**src/rtl/l2_req_scheduler_pkg.sv**
```systemverilog
// Shared types and defaults for the L2 request scheduler.
package l2_req_scheduler_pkg;

  typedef enum logic {
    IDLE,
    FLUSH_WALK
  } sched_state_t;

  localparam int unsigned L2_SCHED_STARVE_LIMIT = 8;

endpackage

```
**src/rtl/l2_req_scheduler_flush_walker.sv**
```systemverilog
// Set/way counter for the flush walk: clr restarts at (0,0), step advances way-major.
module l2_flush_walker
  import l2_req_scheduler_pkg::*;
#(
  parameter int unsigned N_SETS = 256,
  parameter int unsigned N_WAYS = 8
) (
  input  logic                      clk,
  input  logic                      rst,
  input  logic                      clr,
  input  logic                      step,
  output logic [$clog2(N_SETS)-1:0] set,
  output logic [$clog2(N_WAYS)-1:0] way,
  output logic                      last
);

  localparam int unsigned SET_W = $clog2(N_SETS);
  localparam int unsigned WAY_W = $clog2(N_WAYS);

  // Both sizes are powers of two, so the final step wraps both counters to 0.
  assign last = (set == '1) && (way == '1);

  always_ff @(posedge clk or negedge rst) begin
    if (!rst) begin
      set <= '0;
      way <= '0;
    end else if (clr) begin
      set <= '0;
      way <= '0;
    end else if (step) begin
      way <= way + WAY_W'(1);
      if (way == '1) set <= set + SET_W'(1);
    end
  end

endmodule

```
**src/rtl/l2_req_scheduler.sv**
```systemverilog
// Per-cycle source arbitration for the L2 lookup pipeline, including flush walk.
// Optional CPU starvation promotion is enabled with `define L2_SCHED_STARVE_EN.
module l2_req_scheduler
  import l2_req_scheduler_pkg::*;
#(
  parameter int unsigned N_SETS       = 256,
  parameter int unsigned N_WAYS       = 8,
  parameter int unsigned STARVE_LIMIT = L2_SCHED_STARVE_LIMIT
) (
  input  logic                      clk,
  input  logic                      rst,
  input  logic                      rsp_valid,
  input  logic                      fwd_valid,
  input  logic                      cpu_valid,
  input  logic                      flush_valid,
  input  logic                      flush_is_all,
  input  logic                      pipe_ready,
  input  logic                      set_conflict,
  input  logic                      evict_stall,
  input  logic                      ongoing_atomic,
  input  logic                      fwd_stall,
  input  logic                      reqs_empty,
  output logic                      do_rsp,
  output logic                      do_fwd,
  output logic                      do_cpu_req,
  output logic                      do_flush,
  output logic                      do_ongoing_flush,
  output logic                      rsp_ready,
  output logic                      fwd_ready,
  output logic                      cpu_ready,
  output logic                      flush_ready,
  output logic [$clog2(N_SETS)-1:0] flush_set,
  output logic [$clog2(N_WAYS)-1:0] flush_way,
  output logic                      flush_all,
  output logic                      flush_done
);

  if ((N_SETS < 2) || ((N_SETS & (N_SETS - 1)) != 0) ||
      (N_WAYS < 2) || ((N_WAYS & (N_WAYS - 1)) != 0) || (STARVE_LIMIT < 1)) begin : g_param_check
    $error("l2_req_scheduler: N_SETS/N_WAYS must be powers of two >= 2, STARVE_LIMIT >= 1");
  end

  sched_state_t state, state_nxt;
  logic fwd_elig, cpu_elig, flush_elig, walk_elig;
  logic promote;
  logic walk_last;

  assign fwd_elig   = fwd_valid & ~fwd_stall;
  assign cpu_elig   = cpu_valid & ~set_conflict & ~evict_stall & ~ongoing_atomic & (state == IDLE);
  assign flush_elig = flush_valid & reqs_empty & (state == IDLE);
  assign walk_elig  = (state == FLUSH_WALK);

`ifdef L2_SCHED_STARVE_EN
  localparam int unsigned CNT_W = $clog2(STARVE_LIMIT + 1);
  logic [CNT_W-1:0] starve_cnt;

  assign promote = (starve_cnt == CNT_W'(STARVE_LIMIT));

  // Saturated count holds while a higher source (rsp) keeps winning.
  always_ff @(posedge clk or negedge rst) begin
    if (!rst)                       starve_cnt <= '0;
    else if (!cpu_elig || do_cpu_req) starve_cnt <= '0;
    else if (pipe_ready && !promote) starve_cnt <= starve_cnt + CNT_W'(1);
  end
`else
  assign promote = 1'b0;
`endif

  always_comb begin
    do_rsp           = 1'b0;
    do_fwd           = 1'b0;
    do_cpu_req       = 1'b0;
    do_flush         = 1'b0;
    do_ongoing_flush = 1'b0;
    state_nxt        = state;
    if (rst && pipe_ready) begin
      if (rsp_valid)                do_rsp           = 1'b1;
      else if (promote && cpu_elig) do_cpu_req       = 1'b1;
      else if (fwd_elig)            do_fwd           = 1'b1;
      else if (walk_elig)           do_ongoing_flush = 1'b1;
      else if (flush_elig)          do_flush         = 1'b1;
      else if (cpu_elig)            do_cpu_req       = 1'b1;
    end
    case (state)
      IDLE:       if (do_flush) state_nxt = FLUSH_WALK;
      FLUSH_WALK: if (do_ongoing_flush && walk_last) state_nxt = IDLE;
      default:    state_nxt = IDLE;
    endcase
  end

  assign rsp_ready   = do_rsp;
  assign fwd_ready   = do_fwd;
  assign cpu_ready   = do_cpu_req;
  assign flush_ready = do_flush;

  always_ff @(posedge clk or negedge rst) begin
    if (!rst) begin
      state      <= IDLE;
      flush_all  <= 1'b0;
      flush_done <= 1'b0;
    end else begin
      state      <= state_nxt;
      flush_done <= do_ongoing_flush & walk_last;
      if (do_flush) flush_all <= flush_is_all;
    end
  end

  l2_flush_walker #(
    .N_SETS(N_SETS),
    .N_WAYS(N_WAYS)
  ) u_walker (
    .clk  (clk),
    .rst  (rst),
    .clr  (do_flush),
    .step (do_ongoing_flush),
    .set  (flush_set),
    .way  (flush_way),
    .last (walk_last)
  );

endmodule

```
**config.mk**
```make
export PLATFORM = sky130hd
export DESIGN_NAME = l2_req_scheduler
export DESIGN_NICKNAME = d
export VERILOG_FILES = /design/src/rtl/l2_req_scheduler_pkg.sv /design/src/rtl/l2_req_scheduler_flush_walker.sv /design/src/rtl/l2_req_scheduler.sv
export SDC_FILE = /design/constraint.sdc
export NUM_CORES = 1
export LEC_CHECK = 0
export CAP_MARGIN = 20
export CORE_ASPECT_RATIO = 1.4
export CORE_MARGIN = 8
export CORE_UTILIZATION = 41
export CTS_CLUSTER_DIAMETER = 50
export DETAILED_ROUTE_END_ITERATION = 6
export PLACE_DENSITY = 0.78
export SLEW_MARGIN = 20
export SYNTH_ARGS = -nofsm -noshare
export SYNTH_HDL_FRONTEND = slang
export SYNTH_SLANG_ARGS = --single-unit
```
**constraint.sdc**
```tcl
create_clock -name clk -period 2.2 [get_ports clk]
set_input_delay 0.22 -clock clk [delete_from_list [all_inputs] [get_ports clk]]
set_output_delay 0.22 -clock clk [all_outputs]
set_load 0.02 [all_outputs]
```
==> run_results.csv, run 1 <==
group,metric,value,unit
place,place_inst,139,
clock_network,clk_latency,0.28,ns
routing,highest_layer,"met4",
power_and_ir_drop,irDropWorstVdd,0.0005195,V
sta,rsz0062_at_grt,"false",
power_and_ir_drop,power_frac_seq,0.458,
yosys,synth_common_cells,"dfrtp_1 (14), o21ai_0 (11), nand3_1 (7)",
die,die_w,53.44,µm
yosys,synthFlopType,"dfrtp_1",
place,place_area,0.001166,mm²
sta,slew_viol_final,0,
sta,tightest_slew,0.3517,ns
cells_and_area,nNetsFinal,139,
setup_path,worstSetupEndpointType,"primary output",
setup_path,r2r-start,"u_walker.way[0]",
setup_path,worstPathRequired,1.98,ns
yosys,synth_top_area_cell,"dfrtp_1",
routing,drc,0,
power_and_ir_drop,power.share.switching,0.3337,
yosys,yosysMostFrequentCell,"dfrtp_1",
clock_network,path_clk_slew,0.08,ns
routing,wl_met3,121,µm
sta,min_period_over_period,0.9579,
clock_network,numCtsBuffers,3,
sta,hold_viol,0,
cells_and_area,syn2layout_area_growth,48.06,%
cells_and_area,utilization,0.6263,
sta,setup_viol,0,
clock_network,clock-sinks,14,
clock_network,cts-hold-fix-buffers,0,
clock_network,cts.path.max_buffers,2,
sta,skew,0.002146,ns
power_and_ir_drop,p_per_area,632.5,mW/mm²
die,ioPinCount,35,
routing,drt_iter0_markers,23,
power_and_ir_drop,power_leakage,0.5193,nW
routing,antenna_left,0,
yosys,ys_seq_area_frac,0.4355,
cells_and_area,drive_gt1_frac,0.1074,
sta,relSlewSlack,0.7630,
clock_network,root_buffer,"clkbuf_4",
cells_and_area,fin_area,0.001191,mm²
sta,tns,0,ns
yosys,yosys_warnings,0,
yosys,syn_area,804.5,µm²
place,gp_congestion,0.8587,
yosys,synth_async_sr_flop_share,1.000,
global_route,grt.overflow.total,0,
run_status,status,"finished clean",
die,core_area,0.001902,mm²
sta,worst_slack,0.09266,ns
yosys,synth_edf_count,0,
place,place_hpwl,1.749,mm
yosys,syn_area_per_cell,9.465,µm²
place,numPortBuffers,34,
yosys,ys_types,31,
global_route,grt_max_degree,16,
cells_and_area,final_cells,142,
routing,dr.pass1.iters,4,
global_route,grt_pass1_wl,3.512,mm
power_and_ir_drop,total_power,0.7534,mW
power_and_ir_drop,power_frac_clock,0.193,
yosys,synth_nets,101,
yosys,syn_inst,85,
global_route,grt_util_all_layers,0.1259,
sta,finalCriticalPeriod,2.107,ns
flow_run,drv_cap,0,
global_route,grt_antenna_before_repair,0,
die,fp.dieH,68.42,µm
routing,wl_per_cell,15.51,µm
yosys,yosys_register_bits,14,
die,rows,19,
power_and_ir_drop,internal_power,0.5020,mW
die,die-area,0.003656,mm²
setup_path,cp.arrival,1.89,ns
setup_path,reg2reg_to,"u_walker.set[7]",
setup_path,cp_max_fo,4,
cells_and_area,fillers,187,
clock_network,cts_tree,"yes",
power_and_ir_drop,p_comb_frac,0.349,
global_route,grt_pass1_vias,808,
cells_and_area,diodes,0,
routing,wl_met2,1.193,mm
yosys,synth.area.top_cells,"dfrtp_1 (44%), o21ai_0 (6.8%), buf_4 (4.7%)",
die,start_util,0.4230,
yosys,yosysTopAreaCellShare,0.4355,
routing,routed_wl,2.202,mm
setup_path,setup.worst_path.end,"do_cpu_req",
cells_and_area,regArea,350.3,µm²
clock_network,ctsHtreeMaxLevel,1,
routing,wl_met1,838,µm
sta,hold_slack,0.3273,ns
place,pre_cts_slack,0.08641,ns
setup_path,regToRegSetupSlack,0.49,ns
setup_path,crit_start,"rst",
power_and_ir_drop,p_sw,0.2514,mW
routing,vias,822,
routing,via_per_inst,5.789,
setup_path,critPathKind,"in -> out",
min_path,min_path_type,"in -> async",
setup_path,cp-start-kind,"primary input",
sta,fmax,0.4745,GHz
cells_and_area,multi_input_area,404.1,µm²
setup_path,reg2regPathDepth,6,
[logic make-up (layout without fill, tap and decap cells)]
group           Yosys count  count (layout)  share of synthesized area
compound gates           23              23                     0.1742
fa+ha+maj                 3               3                    0.04666
buf+inv                   8              44                    0.06221
flops                    14              14                     0.4355
mux                       2               2                    0.02799
simple gates             35              35                     0.2535
[flip-flops by register name, summed over array words and instances (netlist names)]
register and flops:
u_walker.way 3, state 1, flush_all 1, flush_done 1
u_walker.set 8
[power by group through the flow]
stage | Clock (mW) | Sequential (mW) | Combinational [mW]
2_1_floorplan | 0 | 0.375 | 0.104
3_5_place_dp | 0 | 0.349 | 0.265
6_report | 0.145 | 0.345 | 0.263
3_3_place_gp | 0 | 0.346 | 0.253
4_1_cts | 0.147 | 0.345 | 0.267
5_1_grt | 0.155 | 0.353 | 0.287
[routing by layer]
metal,vias up,track usage
li1,388,-
met1,398,0.1394
met2,30,0.2221
met3,6,0.02609
met4,0,0.05696
met5,-,0
[final cells by class]
type / instances / share of cell area
Timing Repair Buffer: 39 / 0.3193
Tap cell: 21 / 0.02206
Sequential cell: 14 / 0.2941
Multi-Input combinational cell: 63 / 0.3393
Clock buffer: 3 / 0.01891
Inverter: 2 / 0.006303
[worst min-delay path by stage]
stage | startpoint | endpoint | slack, ns
2_1_floorplan | rst | flush_all | -0.08
3_3_place_gp | flush_all | flush_all | 0.49
3_5_place_dp | flush_all | flush_all | 0.50
4_1_cts | rst | u_walker.way[0] | 0.33
5_1_grt | rst | u_walker.set[2] | 0.34
6_report | rst | u_walker.way[0] | 0.33
[timing repair]
item                       in CTS  in global routing
buffers inserted                0                  0
setup endpoints to repair       0                  1
gates resized for setup         0                  1
[cell usage in the layout, fill, tap and decap left out, types with 3 or more instances in the layout]
master	n
a21oi_1	3
o21ai_0	11
ha_1	3
dfrtp_1	14
and3_1	3
clkdlybuf4s50_1	33
nand2_1	6
nor2_1	4
buf_4	5
clkbuf_4	3
nand3_1	7
[critical path: stages]
cell             delay [ns]
clkdlybuf4s50_1        0.51
and3b_1                0.22
nand2_1                0.13
nor2_1                 0.17
clkdlybuf4s50_1        0.63
Note: power is estimated with default switching activity, not from simulation.
==> run 2, diff against run 1 <==
CORE_UTILIZATION = 43   (was 41)
PLACE_DENSITY = 0.82   (was 0.78)
RECOVER_POWER = 50   (was not set)
SYNTH_HIERARCHICAL = 1   (was not set)
clock period = 2.7 ns   (was 2.2 ns; I/O delays follow)
==> run 2 against run 1 <==
- sequential power shrank 23%
- via count shrank 9.5%
- clock skew increased by 0.0051 ns
- clock-buffer cell count up 1
- register-to-register slack better by 0.35 ns
- largest cell class unchanged
- largest power group unchanged
==> run_results.csv, run 2 <==
group,metric,value,unit
die,start_util,0.4487,
global_route,grt_pass1_vias,759,
yosys,synth_compound_area_frac,0.09841,
power_and_ir_drop,p_comb_frac,0.306,
setup_path,cp_max_fo,5,
power_and_ir_drop,p_sw,0.1847,mW
yosys,syn_area,788.3,µm²
cells_and_area,mostFrequentLayoutCell,"clkdlybuf4s50_1",
die,core_area,0.001757,mm²
global_route,grt_antenna_before_repair,0,
clock_network,root_buffer,"clkbuf_4",
routing,antenna_left,0,
sta,hold_viol,0,
routing,drc,0,
yosys,syn_area_per_cell,10.37,µm²
setup_path,cp-start-kind,"primary input",
yosys,synth_nets,92,
sta,fmax,0.4187,GHz
global_route,grt_util_all_layers,0.1315,
cells_and_area,nNetsFinal,128,
place,gp_congestion,0.8007,
yosys,synthFlopType,"dfrtp_1",
cells_and_area,syn2layout_area_growth,46.98,%
routing,wl_per_cell,15.92,µm
clock_network,cts_resized,0,
global_route,grt.overflow.total,0,
place,place_area,0.001135,mm²
sta,relSlewSlack,0.7767,
flow_run,drv_cap,0,
clock_network,clk_latency,0.28,ns
clock_network,numCtsBuffers,3,
sta,tns,0,ns
yosys,ys_seq_area_frac,0.4444,
yosys,ys_types,32,
yosys,syn_inst,76,
routing,dr.pass1.iters,4,
die,rows,18,
clock_network,ctsHtreeMaxLevel,1,
place,place_hpwl,1.598,mm
yosys,synth_edf_count,0,
setup_path,regToRegSetupSlack,0.84,ns
routing,routed_wl,2.085,mm
power_and_ir_drop,power_frac_clock,0.248,
yosys,synth_xor_xnor_area_share,0.03333,
yosys,synthMuxAreaShare,0.03968,
cells_and_area,final_cells,131,
die,die_w,52.19,µm
global_route,grt_pass1_wl,3.608,mm
cells_and_area,largest_register_ffs,8,
clock_network,cts.path.max_buffers,2,
cells_and_area,top_regs,"u_walker/set (8), u_walker/way (3)",
clock_network,path_clk_slew,0.08,ns
sta,skew,0.007254,ns
die,ioPinCount,35,
routing,via_per_inst,5.679,
die,fp.dieH,66.66,µm
cells_and_area,fin_area,0.001159,mm²
power_and_ir_drop,power.share.switching,0.3103,
clock_network,clock-sinks,14,
setup_path,worstPathRequired,2.43,ns
yosys,yosysMostFrequentCell,"dfrtp_1",
power_and_ir_drop,irDropWorstVdd,0.0004346,V
setup_path,reg2regPathDepth,5,
die,die-area,0.003479,mm²
sta,rsz0062_at_grt,"false",
cells_and_area,utilization,0.6595,
cells_and_area,diodes,0,
yosys,yosys_warnings,6,
place,numPortBuffers,34,
power_and_ir_drop,total_power,0.5952,mW
routing,vias,744,
global_route,grt_max_degree,16,
place,place_inst,127,
sta,worst_slack,0.3118,ns
min_path,min_path_type,"in -> async",
yosys,synth_top_family_by_area,"simple AND/OR/NAND/NOR gates",
setup_path,reg2reg_to,"u_walker/set[7]",
power_and_ir_drop,p_per_area,513.7,mW/mm²
clock_network,cts-hold-fix-buffers,0,
cells_and_area,final_cell_mix,"clkdlybuf4s50_1 (25), dfrtp_1 (14), dlygate4sd3_1 (9)",
setup_path,worstSetupEndpointType,"primary output",
yosys,synth.area.top_cells,"dfrtp_1 (44%), buf_4 (4.8%), ha_1 (4.8%)",
sta,min_period_over_period,0.8845,
yosys,synth_top_area_cell,"dfrtp_1",
sta,tightest_slew,0.3319,ns
yosys,yosys.area_share.simple,0.2794,
power_and_ir_drop,power_frac_seq,0.446,
sta,slew_viol_final,0,
cells_and_area,largest_register,"u_walker/set",
setup_path,critPathKind,"in -> out",
yosys,yosys_register_bits,14,
place,pre_cts_slack,0.3673,ns
power_and_ir_drop,power_leakage,0.4965,nW
yosys,yosysTopAreaCellShare,0.4444,
sta,setup_viol,0,
yosys,synth_common_cells,"dfrtp_1 (14), a21oi_1 (6), nor2_1 (6)",
power_and_ir_drop,internal_power,0.4105,mW
clock_network,cts_setup_buffers,0,
clock_network,cts_tree,"yes",
yosys,synth-adder-area-share,0.04762,
setup_path,r2r-start,"state",
setup_path,cp.arrival,2.12,ns
run_status,status,"finished clean",
sta,finalCriticalPeriod,2.388,ns
sta,hold_slack,0.4263,ns
routing,drt_iter0_markers,34,
cells_and_area,drive_gt1_frac,0.1171,
yosys,synth_async_sr_flop_share,1.000,
[run 2: cell types whose count changed in the layout (fill, tap and decap cells not counted), sizes merged, moves of 3 or more]
cell and delta:
nand3 -3, a21oi +4, o21ai -8, dlygate4sd3 +9, clkdlybuf4s50 -8
[run 2: worst max-delay path by stage]
stage / from / endpoint / slack [ns] / cells past startpoint
6_report: rst / cpu_ready / 0.31 / 4
3_5_place_dp: set_conflict / cpu_ready / 0.37 / 5
3_3_place_gp: set_conflict / do_cpu_req / 0.32 / 5
5_1_grt: rst / cpu_ready / 0.18 / 4
4_1_cts: set_conflict / cpu_ready / 0.36 / 5
2_1_floorplan: fwd_valid / u_walker/set[7] / 0.51 / 6
[run 2: logic make-up after synthesis]
logic type,after synthesis
and+or+nand+nor,33
xor gates and xnor gates,3
DFF,14
muxes,3
AOI/OAI and AO/OA,13
adders and majority gates,3
buffers and inverters,7
[run 2: worst max-delay path: stages]
cell and delay (ns):
dlygate4sd3_1 0.56, nand3b_1 0.20, nor4_1 0.40, clkdlybuf4s50_1 0.68
[run 2: final cells by class]
type                            instances  area, µm²
Clock buffer                            4      36.28
Multi-Input combinational cell         55      380.4
Fill cell                             139      598.1
Inverter                                1      3.754
Sequential cell                        14      350.3
Tap cell                               20      25.02
Timing Repair Buffer                   37      362.8
[run 2: layer usage]
metal	vias up	global-route usage	part of all wire
li1	342	-	-
met5	-	0	0
met1	355	0.1494	0.42
met2	43	0.2078	0.44
met3	4	0.05568	0.13
met4	0	0.05844	0.013
[run 2: power by group through the flow]
stage | Clock [mW] | Sequential, mW | Combinational (mW)
after floorplan | 0 | 0.301 | 0.0622
after global placement | 0 | 0.271 | 0.189
after detailed placement | 0 | 0.270 | 0.195
after CTS | 0.155 | 0.267 | 0.197
after global routing | 0.166 | 0.271 | 0.199
final | 0.148 | 0.265 | 0.182
==> variant, RTL diff (config.mk and constraints of run 1) <==
`N_WAYS` is set to 8 in 2 places; all go to 16.
--- a/src/rtl/l2_req_scheduler_flush_walker.sv
+++ b/src/rtl/l2_req_scheduler_flush_walker.sv
@@ -3,7 +3,7 @@
   import l2_req_scheduler_pkg::*;
 #(
   parameter int unsigned N_SETS = 256,
-  parameter int unsigned N_WAYS = 8
+  parameter int unsigned N_WAYS = 16
 ) (
   input  logic                      clk,
   input  logic                      rst,
--- a/src/rtl/l2_req_scheduler.sv
+++ b/src/rtl/l2_req_scheduler.sv
@@ -4,7 +4,7 @@
   import l2_req_scheduler_pkg::*;
 #(
   parameter int unsigned N_SETS       = 256,
-  parameter int unsigned N_WAYS       = 8,
+  parameter int unsigned N_WAYS       = 16,
   parameter int unsigned STARVE_LIMIT = L2_SCHED_STARVE_LIMIT
 ) (
   input  logic                      clk,
Interface: changed (resized flush_way); port bits go from 35 to 36. The function was not compared with the original's and may differ.
==> variant against run 1 <==
- routed wire length increased by 6.8%
- synthesized area increased by 5.0%
- largest cell class is now buffers
- worst setup slack gained 0.013 ns
- maximum frequency rose by 0.61%
- design area is 6.7% higher
- critical endpoint is now do_flush
- power is 4.0% higher
- sequential cell count rose by 1
- critical path type unchanged
- die area is 3.6% higher
==> variant: results (changes against run 1) <==
Logic synthesis
  – Post-synthesis sequential area ratio: 0.444 (+0.00899)
  – Netlist cell types: 29 (-6.5%)
  – Top cells by count, synth: dfrtp_1, a21oi_1, inv_1
  – Share of the synthesized area in the top cell type: 0.444 (+0.00899)

Place
  – Gpl congestion: 0.782 (-8.9%)
  – PortBufs: 35 (+2.9%)

Pwr
  – Max VDD drop: 0.000489 V (-5.9%)

Clock network
  – Cts repair resizes: 6 (+6)

GRT
  – Vias in the first global route: 801 (-0.87%)
  – First-pass GRT wire length: 3650 um (+3.9%)
  – GRT Overall Usage: 0.125 (-0.00112)

Setup path
  – R2R setup slack: 0.47 ns (-0.02 ns)
  – Worst reg2reg path endpoint: flush_all
  – Worst r2r src: state
  – Crit path max fanout: 5 (+1)
  – Slowest stage delay, CP: 0.52 ns (-0.11 ns)
  – Reg2Reg Depth: 4 (-2)
  – CP Data Arrival Time: 1.87 ns (-0.02 ns)

Status
  – Run status: completed

Final layout
  – Biggest regs: u_walker.set (8), u_walker.way (4)
  – Layout cell share with drive strength beyond 1: 0.132 (+0.0243)

STA
  – Slew @ Worst Pin: 0.368 ns (+0.0162 ns)
  – Hold WS: 0.307 ns (-0.0207 ns)

Floorplanning
  – Core Area: 1950 sq um (+2.5%)

Route
  – Drt total wl: 2350 um (+6.8%)
==> variant: cell types whose count changed after synthesis, moves of 2 or more <==
| cell | run 1 | this run |
|---|---|---|
| or4_1 | 1 | 5 |
| o31ai_1 | 1 | 4 |
| xor2_1 | 0 | 3 |
| inv_1 | 2 | 6 |
| o21ai_0 | 11 | 4 |
| a22o_1 | 2 | 0 |
| a21oi_1 | 3 | 6 |
| o211ai_1 | 2 | 0 |
| nor4_1 | 0 | 2 |
| nand3_1 | 7 | 5 |
==> variant: final cells by class <==
cell class | instances | area (sq um)
Clock buffer | 4 | 26.3
Fill cell | 169 | 678
Inverter | 6 | 22.5
Multi-Input combinational cell | 59 | 398
Sequential cell | 15 | 375
Tap cell | 21 | 26.3
Timing Repair Buffer | 45 | 423
==> variant: layer usage <==
| metal | vias to the layer above | share of wire | global-route usage | wire length (um) |
|---|---|---|---|---|
| met5 | - | 0 | 0 | 0 |
| met4 | 0 | 0 | 0.0495 | 0 |
| met3 | 0 | 0.069 | 0.0408 | 163 |
| met2 | 26 | 0.56 | 0.217 | 1320 |
| met1 | 408 | 0.37 | 0.127 | 870 |
| li1 | 397 | - | - | - |
==> variant: power breakdown <==
part	switching (mW)	internal (mW)
Combinational	0.124	0.134
Sequential	0.0480	0.315
Clock	0.0916	0.0705
==> variant: worst register-to-register path, stage by stage (launching register included) <==
cell and delay [ns]:
dfrtp_1 0.39, or4_4 0.54, inv_1 0.15, buf_4 0.20
mux2_2 0.34
==> variant: worst max-delay path by stage <==
stage                      start           to  slack (ns)  cells after the start
floorplan           set_conflict   do_cpu_req        0.44                      4
global placement       rsp_valid     do_flush       -0.13                      5
detailed placement     rsp_valid     do_flush       -0.17                      5
CTS                          rst     do_flush        0.08                      5
global route                 rst  flush_ready        0.04                      5
finish                       rst     do_flush        0.11                      5
==> variant: metrics by stage <==
stage	area (sq um)	setup WS [ns]	std cells	total power [mW]
after floorplan	845	0.440	86	0.484
after global placement	1250	-0.134	146	0.621
after detailed placement	1250	-0.168	146	0.628
after CTS	1270	0.0814	150	0.793
after global routing	1270	0.0399	150	0.830
final	1270	0.105	150	0.784
==> variant: cell families after synthesis <==
logic type | synth area share
flops | 0.444
buf+inv | 0.0844
fa+ha+maj | 0.0296
xor+xnor | 0.0311
compound gates | 0.105
mux | 0.0252
simple gates | 0.280
